$ cat src/rtl/logic_unit_arbiter.sv
// Two-requester arbiter around a shared 32-bit bitwise logic unit (AND/OR/XOR/XNOR/NAND/NOR/NOT/PASS).
// Define LOGIC_ARB_RR_EN for round-robin arbitration; otherwise requester 0 has fixed priority.
module logic_unit_arbiter #(
  parameter int unsigned WIDTH = 32,
  parameter int unsigned CNT_W = 16
) (
  input  logic             clk,
  input  logic             rst,
  input  logic             req0_valid,
  input  logic [2:0]       req0_op,
  input  logic [WIDTH-1:0] req0_a,
  input  logic [WIDTH-1:0] req0_b,
  output logic             req0_ready,
  input  logic             req1_valid,
  input  logic [2:0]       req1_op,
  input  logic [WIDTH-1:0] req1_a,
  input  logic [WIDTH-1:0] req1_b,
  output logic             req1_ready,
  output logic             res_valid,
  input  logic             res_ready,
  output logic [WIDTH-1:0] res_data,
  output logic             res_id,
  output logic             busy,
  output logic [CNT_W-1:0] done_cnt
);

  typedef enum logic [1:0] {StIdle, StExec, StResp} state_e;

  state_e           state_q, state_d;
  logic [2:0]       op_q;
  logic [WIDTH-1:0] a_q, b_q;
  logic             id_q;
  logic [WIDTH-1:0] res_data_q;
  logic             res_id_q;
  logic             res_valid_q;
  logic [CNT_W-1:0] done_cnt_q;

  logic             gnt_id;
  logic             idle;
  logic             xfer;
  logic [WIDTH-1:0] alu_res;

`ifdef LOGIC_ARB_RR_EN
  logic last_q;

  // On contention favour whoever did not win the previous transfer.
  always_comb begin
    gnt_id = req1_valid;
    if (req0_valid && req1_valid) gnt_id = ~last_q;
  end

  always_ff @(posedge clk or posedge rst) begin
    if (rst) begin
      last_q <= 1'b1;
    end else if (xfer) begin
      last_q <= gnt_id;
    end
  end
`else
  always_comb begin
    gnt_id = ~req0_valid;
  end
`endif

  // Readies stay low while reset is held so requesters never see a phantom accept.
  assign idle       = (state_q == StIdle) && !rst;
  assign req0_ready = idle && req0_valid && !gnt_id;
  assign req1_ready = idle && req1_valid && gnt_id;
  assign xfer       = req0_ready || req1_ready;

  always_comb begin
    alu_res = '0;
    unique case (op_q)
      3'b000: alu_res = a_q & b_q;
      3'b001: alu_res = a_q | b_q;
      3'b010: alu_res = a_q ^ b_q;
      3'b011: alu_res = ~(a_q ^ b_q);
      3'b100: alu_res = ~(a_q & b_q);
      3'b101: alu_res = ~(a_q | b_q);
      3'b110: alu_res = ~a_q;
      3'b111: alu_res = a_q;
      default: alu_res = '0;
    endcase
  end

  always_comb begin
    state_d = state_q;
    unique case (state_q)
      StIdle:  if (xfer) state_d = StExec;
      StExec:  state_d = StResp;
      StResp:  if (res_ready) state_d = StIdle;
      default: state_d = StIdle;
    endcase
  end

  always_ff @(posedge clk or posedge rst) begin
    if (rst) begin
      state_q     <= StIdle;
      op_q        <= '0;
      a_q         <= '0;
      b_q         <= '0;
      id_q        <= 1'b0;
      res_data_q  <= '0;
      res_id_q    <= 1'b0;
      res_valid_q <= 1'b0;
      done_cnt_q  <= '0;
    end else begin
      state_q <= state_d;
      if (xfer) begin
        op_q <= gnt_id ? req1_op : req0_op;
        a_q  <= gnt_id ? req1_a : req0_a;
        b_q  <= gnt_id ? req1_b : req0_b;
        id_q <= gnt_id;
      end
      if (state_q == StExec) begin
        res_data_q  <= alu_res;
        res_id_q    <= id_q;
        res_valid_q <= 1'b1;
      end
      if (state_q == StResp && res_ready) begin
        res_valid_q <= 1'b0;
        done_cnt_q  <= done_cnt_q + CNT_W'(1);
      end
    end
  end

  assign res_valid = res_valid_q;
  assign res_data  = res_data_q;
  assign res_id    = res_id_q;
  assign busy      = (state_q != StIdle);
  assign done_cnt  = done_cnt_q;

endmodule
$ cat config.mk
export PLATFORM = sky130hd
export DESIGN_NAME = logic_unit_arbiter
export DESIGN_NICKNAME = d
export VERILOG_FILES = /design/src/rtl/logic_unit_arbiter.sv
export SDC_FILE = /design/constraint.sdc
export NUM_CORES = 1
export LEC_CHECK = 0
export CAP_MARGIN = 20
export CORE_MARGIN = 3
export CORE_UTILIZATION = 30
export CTS_BUF_LIST = sky130_fd_sc_hd__clkbuf_8
export DETAILED_ROUTE_END_ITERATION = 8
export SKIP_CTS_REPAIR_TIMING = 1
export SYNTH_ARGS = -nofsm -noshare
export SYNTH_HDL_FRONTEND = slang
export SYNTH_SLANG_ARGS = --single-unit
$ cat constraint.sdc
create_clock -name clk -period 5.18 [get_ports clk]
set_input_delay 1.036 -clock clk [delete_from_list [all_inputs] [get_ports clk]]
set_output_delay 1.036 -clock clk [all_outputs]
set_load 0.02 [all_outputs]
==> flow_summary.ini <==
[floorplan]
num_io_pins = 192
fp.coreArea_sq_um = 26100
die_y_um = 169
fp-row-count = 59
die-area_sq_um = 28700
start_util_pct = 30.6
die_x_um = 169

[detailed_routing]
drt_first_pass_iters = 4
avgRoutedWirePerCell_um = 16.1
vias_per_cell = 4.90
wl_um = 22600
drt_iter0_drc = 362
ant_nets = 0
num_vias = 6877
drc = 0

[logic_synthesis]
synth.distinct_cells = 39
yosys.area.top_type_share_pct = 37.5
synth_seq_area_share_pct = 37.5
yosys.area.top_type = dfrtp_1
syn_area_sq_um = 8000
netlist_instances = 903
synth_fp_nets = 1107
synth_most_common_cell = dfrtp_1
postSynthAreaPerCell_sq_um = 8.86
synth_top_cells_by_count = dfrtp_1 (120), nor2_1 (108), nand2_1 (72)
async_flop_share_pct = 100
synthTopCellsByArea = dfrtp_1 (38%), ha_1 (10%), mux2i_1 (8.4%), nor2_1 (5.1%), o22ai_1 (5.0%)
yosysWarnings = 0
ys.flop_type = dfrtp_1
synth_edf_count = 0
synth_seq_cells = 120

[layout]
design_area_sq_um = 10400
layout.cells.non_filler = 1403
area_growth_pct = 30.4
num_antenna_cells = 0
fin_nets = 1259
utilization_pct = 39.9
drive_gt1_share_pct = 5.06

[clock_network]
cts_tree = built
cts.path.max_buffers = 2
tritoncts.num_buffers = 17
clkSinkCount = 120
htree_levels = 4
worstSkewPairLatency_ns = 0.44
clk_pin_slew_ns = 0.08
root_buffer = clkbuf_8

[setup_path]
rrSetupSlack_ns = 2.42
worstSetupPathType = in -> out
crit_start = rst
rr_worst_depth = 5
reg2reg_to = res_data[13]
startpoint_type = input port
cp.arrival_ns = 2.69
critPathMaxFanout = 4
reg2reg_from = op_q[0]
crit_required_ns = 4.14
end_kind = output port

[global_route]
grt_pass1_vias = 6699
grt_pass1_wl_um = 35400
grt_use_total_pct = 15.5
antenna_found_initial = 0
grt_max_degree = 71
overflow = 0

[place]
io_buffers = 191
gp_congestion = 0.722
place_area_sq_um = 10000
dp_slack_ns = 1.48
post-place-cells = 1371
hpwl_um = 14600

[hold_path]
holdPathStages = 2
min_to = res_id
hp-class = reg -> reg
hold_path_startpoint = id_q

[timing]
relSlewSlack_pct = 38.9
min_period_over_period_pct = 71.9
setup_violations = 0
maxSlewViolCount = 0
rsz0062_at_grt = no
max_freq_mhz = 268
tightest_slew_ns = 0.916
setup_slack_ns = 1.46
skew_ns = 0.00964
period_minus_slack_ns = 3.72
hold_violations = 0
tns_ns = 0

[run_status]
status = complete, no violations

[pwr]
p_leak_nw = 4.70
p_per_area_nw_per_um2 = 484
ir_drop_mv = 0.184

[job]
drv_cap = 0
-- registers in the layout, summed over array words and instances (netlist names), 2 cells and up --
register  cells
a_q          32
b_q          32
res_data     32
done_cnt     16
op_q          3
state_q       2
-- area by class of cell --
| type | instances | area, sq um |
|---|---|---|
| tap | 335 | 419 |
| multi-input combinational | 652 | 4360 |
| fill | 2706 | 15700 |
| inverter | 67 | 254 |
| sequential | 120 | 3010 |
| clock inverter | 15 | 178 |
| clock buffer | 17 | 234 |
| timing repair buffer | 197 | 1980 |
-- critical path: stages --
cell and delay (ns):
clkdlybuf4s50_1 0.47, nor3_1 0.38, and2_1 0.21, clkdlybuf4s50_1 0.60
-- where the power goes --
part / internal, mW / switching [mW] / total [mW]
Sequential: 1.29 / 0.415 / 1.70
Combinational: 1.09 / 1.34 / 2.43
Clock: 0.477 / 0.434 / 0.911
Total: 2.86 / 2.19 / 5.05
-- worst max path at each step --
stage                 endpoint  slack (ns)  cells past startpoint
finish              req0_ready        1.46                      4
global route        req1_ready        1.32                      5
CTS                 req0_ready        1.47                      4
detailed placement  req0_ready        1.48                      4
global placement    req1_ready        1.50                      5
floorplan               a_q[0]        0.96                      1
-- layout by cell type (no fill, tap or decap), types with 5 or more instances in the layout --
master           netlist  routed
clkdlybuf4s50_1        0     190
dfrtp_1              120     118
nor2_1               108     107
nand2_1               72      71
a21oi_1               69      69
mux2i_1               67      67
inv_1                 67      66
ha_1                  65      65
o22ai_1               64      64
xor2_1                39      39
o21ai_0               35      35
and2_1                33      33
o21ai_1               31      31
a2111oi_0             30      30
clkbuf_8               0      17
xnor2_1                8       8
nand3_1                6       6
clkinvlp_4             0       5
buf_4                 11       5
-- cell families after synthesis --
group / synth area share [%]
buf+inv: 8.37
flops: 37.5
simple gates: 13.2
mux: 8.52
xor+xnor: 5.15
compound gates: 17.1
fa+ha+maj: 10.2
-- per-layer routing --
layer,vias to the layer above,routed length (um),share of wire [%],track usage (%)
met1,3258,10600,47,20.3
met2,180,10700,47,26.0
met5,-,0,0,0
met3,16,1170,5.2,3.87
met4,0,208,0.92,3.63
li1,3423,-,-,-
-- through the flow --
| step | hold WS, ns | total power, mW |
|---|---|---|
| final | 0.480 | 5.05 |
| after global routing | 0.503 | 5.49 |
| after CTS | 0.482 | 5.10 |
| after detailed placement | 0.466 | 4.16 |
| after global placement | 0.464 | 4.08 |
| after floorplan | 0.440 | 3.34 |
Power figures use the tool's default switching activity.
